`src/rtl/prvp_spi_slave_ctrl.sv`:
```
// SPI slave frame sequencer: decodes the opening command, captures the start address, then emits one write per data word.
// Strobes are combinational in the chunk-completion cycle; flags/counters register on that edge. fifo_full drops the word but never stalls.
module prvp_spi_slave_ctrl #(
  parameter logic [7:0]  CMD_WR_SINGLE = 8'h02,
  parameter logic [7:0]  CMD_WR_QUAD   = 8'h32,
  parameter int unsigned ADDR_INC      = 4
) (
  input  logic        clk,
  input  logic        rstnn,
  input  logic [31:0] rx_data,
  input  logic        rx_ready,
  input  logic        fifo_full,
  output logic [7:0]  cnt_trgt,
  output logic        cnt_trgt_upd,
  output logic        en_quad,
  output logic [31:0] wr_addr,
  output logic [31:0] wr_data,
  output logic        wr_valid,
  output logic [15:0] word_cnt,
  output logic        err_cmd,
  output logic        err_overflow
);

  typedef enum logic [1:0] {ST_CMD, ST_ADDR, ST_DATA, ST_IGNORE} state_e;

  state_e      state_q, state_d;
  logic        en_quad_q, en_quad_d;
  logic [31:0] addr_q, addr_d;
  logic [15:0] word_cnt_q, word_cnt_d;
  logic        err_cmd_q, err_cmd_d;
  logic        err_ovf_q, err_ovf_d;

  always_ff @(posedge clk or negedge rstnn) begin
    if (!rstnn) begin
      state_q    <= ST_CMD;
      en_quad_q  <= 1'b0;
      addr_q     <= '0;
      word_cnt_q <= '0;
      err_cmd_q  <= 1'b0;
      err_ovf_q  <= 1'b0;
    end else begin
      state_q    <= state_d;
      en_quad_q  <= en_quad_d;
      addr_q     <= addr_d;
      word_cnt_q <= word_cnt_d;
      err_cmd_q  <= err_cmd_d;
      err_ovf_q  <= err_ovf_d;
    end
  end

  // Strobes must settle before the edge that completes the chunk, so the
  // final word of a frame is written before chip select releases.
  always_comb begin
    state_d      = state_q;
    en_quad_d    = en_quad_q;
    addr_d       = addr_q;
    word_cnt_d   = word_cnt_q;
    err_cmd_d    = err_cmd_q;
    err_ovf_d    = err_ovf_q;
    cnt_trgt     = '0;
    cnt_trgt_upd = 1'b0;
    wr_valid     = 1'b0;
    wr_data      = '0;
    case (state_q)
      ST_CMD: begin
        if (rx_ready) begin
          if (rx_data[7:0] == CMD_WR_SINGLE) begin
            cnt_trgt     = 8'd31;
            cnt_trgt_upd = 1'b1;
            state_d      = ST_ADDR;
          end else if (rx_data[7:0] == CMD_WR_QUAD) begin
            cnt_trgt     = 8'd7;
            cnt_trgt_upd = 1'b1;
            en_quad_d    = 1'b1;
            state_d      = ST_ADDR;
          end else begin
            err_cmd_d = 1'b1;
            state_d   = ST_IGNORE;
          end
        end
      end
      ST_ADDR: begin
        if (rx_ready) begin
          addr_d  = rx_data;
          state_d = ST_DATA;
        end
      end
      ST_DATA: begin
        if (rx_ready) begin
          wr_valid = 1'b1;
          wr_data  = rx_data;
          addr_d   = addr_q + 32'(ADDR_INC);
          if (fifo_full) begin
            err_ovf_d = 1'b1;
          end else if (word_cnt_q != 16'hFFFF) begin
            word_cnt_d = word_cnt_q + 16'd1;
          end
        end
      end
      ST_IGNORE: ;
      default: state_d = ST_IGNORE;
    endcase
  end

  assign en_quad      = en_quad_q;
  assign wr_addr      = addr_q;
  assign word_cnt     = word_cnt_q;
  assign err_cmd      = err_cmd_q;
  assign err_overflow = err_ovf_q;

endmodule

```
`config.mk`:
```
export PLATFORM = sky130hd
export DESIGN_NAME = prvp_spi_slave_ctrl
export DESIGN_NICKNAME = d
export VERILOG_FILES = /design/src/rtl/prvp_spi_slave_ctrl.sv
export SDC_FILE = /design/constraint.sdc
export NUM_CORES = 1
export LEC_CHECK = 0
export ABC_CLOCK_PERIOD_IN_PS = 5100
export CORE_ASPECT_RATIO = 0.75
export CORE_MARGIN = 5
export CORE_UTILIZATION = 49
export CTS_BUF_LIST = sky130_fd_sc_hd__clkbuf_2 sky130_fd_sc_hd__clkbuf_4 sky130_fd_sc_hd__clkbuf_8
export DETAILED_ROUTE_END_ITERATION = 8
export PLACE_DENSITY = 0.89
export SYNTH_ARGS = -nofsm -noshare
export SYNTH_HDL_FRONTEND = slang
export SYNTH_SLANG_ARGS = --single-unit
```
`constraint.sdc`:
```
create_clock -name clk -period 5.1 [get_ports clk]
set_input_delay 0.51 -clock clk [delete_from_list [all_inputs] [get_ports clk]]
set_output_delay 0.51 -clock clk [all_outputs]
set_load 0.05 [all_outputs]
```
# Yosys cells after proc, flatten, opt, wreduce, memory -nomap -nowiden
# Cells that the tools add are included.
# W data, S select, Z words.
# classes
eq_ne	8
n_addsub	2
bitwise	3
n_reduce_logical	9
n_mux	20
# ops
cell	count
$mux W32	4
$pmux W32 S2	1
$add A32 B3 Y32 const B	1
$add A16 B1 Y16 const B	1
$ne A16 B16 Y1 const B	1
$reduce_and A4 Y1	3
$mux W5	2
$reduce_and A3 Y1	3
$eq A8 B2 Y1 const B	1
$eq A8 B6 Y1 const B	1
$mux W2	4
$mux W8	1
$mux W1	6
$ne A2 B2 Y1 const B	3
$pmux W2 S2	1
$reduce_bool A2 Y1	2
$mux W3	1
$not A1 Y1	3
$eq A2 B1 Y1 const B	1
$eq A2 B2 Y1 const B	1
$logic_not A2 Y1	1
# totals
out_inout_bits	93
regBits	53
wordCells	48
in_bits	36

# Longest topological paths before layout
# logic_depth
word_depth	5
depth_mapped	7
depth_no_buf	6

# Least setup slack after synthesis
# OpenSTA, ideal clock, no wires.
# synth_timing
path_type	in2out
start	input port rx_data[3]
end	output port cnt_trgt[1]
t_required_ns	4.590
path_buffers	1
arrival_time_ns	3.120
slack_ns	1.470
path_stages	5
cell_sequence	or4b_2 nor3_1 nand2_1 nor3_1 buf_4
# synth_via
elab_chain_cells	5
word_cells_on_any_way	6
classes_between	eq/ne (2); mux (4)
# synth_lines
item	line_no	rtl
start: declaration	10	input logic [31:0] rx_data,
$eq A8 B6 Y1	71	end else if (rx_data[7:0] == CMD_WR_QUAD) begin
$mux W3	71	
$mux W5 (*)	67	if (rx_data[7:0] == CMD_WR_SINGLE) begin
$mux W5 (*)	66	if (rx_ready) begin
$mux W8 (*)	64	case (state_q)
end: declaration	13	output logic [7:0] cnt_trgt,
# Mark *: on every way between the ends. The rest lies on a longest branch, timed or not.

# Worst setup path after layout
# layout_timing
start	input port rx_data[3]
end	output port cnt_trgt[2]
# The elaborated chain is that of the path after synthesis.

==> results.md <==
* Mapped Area at 3298 µm²
* Final setup violating endpoints at 0
* First-pass GRT wire length at 17310 µm
* Nets at 536
* Latest clock arrival within the worst-skew pair at a little over 0.3 ns
* IO buf count at about 130
* RSZ-0062 raised after global routing: no
* Leak Pwr at 1.882 nW
* CP Data Required Time at 4.59 ns
* Critical Path AT at ~3.3 ns
* Most frequent cell after synthesis: dfrtp_1
* Hold Vio Cnt, Final at 0
* CTS buffer count at 5
* DRC at 0
* Detail Route Antenna Nets at 0
* Max FO, Critical Path at 4
* Pins Over Slew Limit at 0
* Row count at 25
* WL/cell at 18.44 µm
* Ys flop type: dfrtp_1
* Gr usage total at 24.83%
* Layout Area Growth over Synthesis at 41.43%
* Hold_buf cts at 0
* Via density at 6.210
* Setup bufs post-CTS at 0
* Via Count at approximately 3.6k
* EDFF count, synth at 0
* Commonest cells post-synth: dfrtp_1, and3_1, nand2_1
* Peak VDD IR at 0.3462 mV
* Synth top area share at 40.21%
* Synth async-reset ratio at 100.0%
* Sequential-to-total area share from yosys stat at 40.21%
* Total power at 2.748 mW
* Fillers at about 470
* Seq cells post-synth at 53
* Clock Sinks at 53
* Post-Synthesis Cells at a little under 400
* Total grt overflow at 0
* Critical path class: in2out
* TritonCTS clock tree: yes
* Design area at 4664 µm²
* Layout cells sized above 1 at 4.810%
* Initial core utilization at roughly half
* Crit path time final at 3.797 ns
* Critical Path End Type: output port
* Root buf cell: clkbuf_8
* Syn Area/Cell at 8.522 µm²
* Max Clk Rate at 263.4 MHz
* Period utilization at 74.44%
* Synth warn at 0
* Setup Skew at 0.003959 ns
* H-Tree Depth at 2
* Final Wtd Congestion at 0.9135
* HP Class: in2async
* Pin count of the biggest net entering global routing at 63
* Die X at 104.7 µm
* Vias in the first global route at 3389
* CP Launch Type: primary input
* First DRT Iteration DRCs at 326
* Clk pin slew, worst setup/hold paths at 0.10 ns
* Dpl cell area at 4571 µm²
* Area leader, netlist: dfrtp_1
* Status: finished clean
* Die height at 81.05 µm
* Max Cap Violations at 0
* Diode count at 0
* PwrDens at 589.2 nW/µm²
* Setup_tns at 0 ns
* Boundary Pins at 129
* Max clock buf depth at 2
* Synth cell types at 56
* Antenna violations before repair at 0
* DPL Wire Length at 7807 µm
* Core area at 6412 µm²
* Routed WL at roughly 11000 µm
* Relative max-transition margin at 20.41%
* Top cells by area, synth: dfrtp_1, and3_1, a21oi_1, nand2_1, nand3_1
* Pre-antenna DRT Iters at 5
* Resized cells post-CTS at 0
* Worst-Margin Slew at 1.191 ns
* Die area at between 8000 and 9000 µm²
## flip-flops by register name, indices dropped and copies added (netlist names)
| signal | flops |
|---|---|
| en_quad | 1 |
| word_cnt | 16 |
| state_q | 2 |
| wr_addr | 32 |
| err_cmd | 1 |
| err_overflow | 1 |
## cells by family after synthesis
logic type                 synth area share, %
AOI/OAI and AO/OA                        18.40
xor gates and xnor gates                 4.515
adders and majority gates               0.7586
buffers and inverters                    4.552
DFF                                      40.21
muxes                                    1.631
other                                   0.1137
and+or+nand+nor                          29.82
## cell usage in the layout, fill, tap and decap left out, types with 3 or more instances in the layout
| cell | n |
|---|---|
| o22ai_1 | 8 |
| or3_1 | 4 |
| conb_1 | 3 |
| clkdlybuf4s50_1 | 124 |
| a31oi_1 | 4 |
| a311oi_1 | 4 |
| o22a_1 | 5 |
| nand2_1 | 35 |
| nand4_1 | 13 |
| buf_4 | 6 |
| and4_1 | 3 |
| and3_1 | 38 |
| xnor2_1 | 14 |
| mux2_2 | 3 |
| a2bb2oi_1 | 3 |
| dfrtp_1 | 53 |
| nor3_1 | 16 |
| nor2_1 | 26 |
| clkbuf_8 | 5 |
| nor4_1 | 4 |
| a21oi_1 | 29 |
| o21a_1 | 3 |
| xor2_1 | 3 |
| a32oi_1 | 4 |
| nand2b_1 | 4 |
| nand3_1 | 25 |
| and2_1 | 3 |
| o21ai_0 | 16 |
| inv_1 | 4 |
## critical path: stages
cell	delay, ns
clkdlybuf4s50_1	0.44
or4b_2	0.68
nor3_1	0.28
nand2_1	0.17
nor3_1	0.33
clkdlybuf4s50_1	0.88
## power breakdown
group	internal [mW]	switching, mW	total [mW]	leakage [nW]
Sequential	0.558	0.222	0.780	0.630
Combinational	0.573	1.14	1.71	1.21
Clock	0.0996	0.155	0.254	0.0447
## per-stage QoR
| step | utilization (%) | hold WS, ns | std cells | worst slack [ns] |
|---|---|---|---|---|
| after floorplan | - | 0.2144 | 389 | 1.470 |
| after global placement | 71.28 | 0.4402 | 572 | 1.375 |
| after detailed placement | 71.28 | 0.4569 | 572 | 1.304 |
| after CTS | 72.74 | 0.3346 | 580 | 1.289 |
| after global routing | 72.74 | 0.3688 | 580 | 0.9638 |
| final | 72.74 | 0.2995 | 580 | 1.303 |
## layout make-up
class                           count  area (µm²)  area share, %
Clock buffer                        5       68.82          1.475
Inverter                            4       15.01         0.3219
Clock inverter                      3       25.02         0.5365
Timing Repair Buffer              131        1291          27.68
Multi-Input combinational cell    303        1837          39.38
Sequential cell                    53        1326          28.43
Tap cell                           81       101.3          2.173
## per-layer routing
metal	wire length (µm)	global-route usage [%]	part of all wire, %
met3	949	5.560	8.9
met1	4655	35.11	44
met2	4904	39.32	46
met4	184	5.492	1.7
met5	0	0	0
## worst paths after layout
kind	slack (ns)	to	startpoint	depth (start not counted)
setup / recovery	1.30	cnt_trgt[2]	rx_data[3]	6
hold / removal	0.30	wr_addr[10]	rstnn	2
setup reg to reg	2.00	wr_addr[28]	state_q[0]	4
hold reg to reg	0.47	err_overflow	err_overflow	1
max in group asynchronous	4.33	wr_addr[25]	rstnn	2
min in group clk	0.47	err_overflow	err_overflow	1
Power figures use the tool's default switching activity.
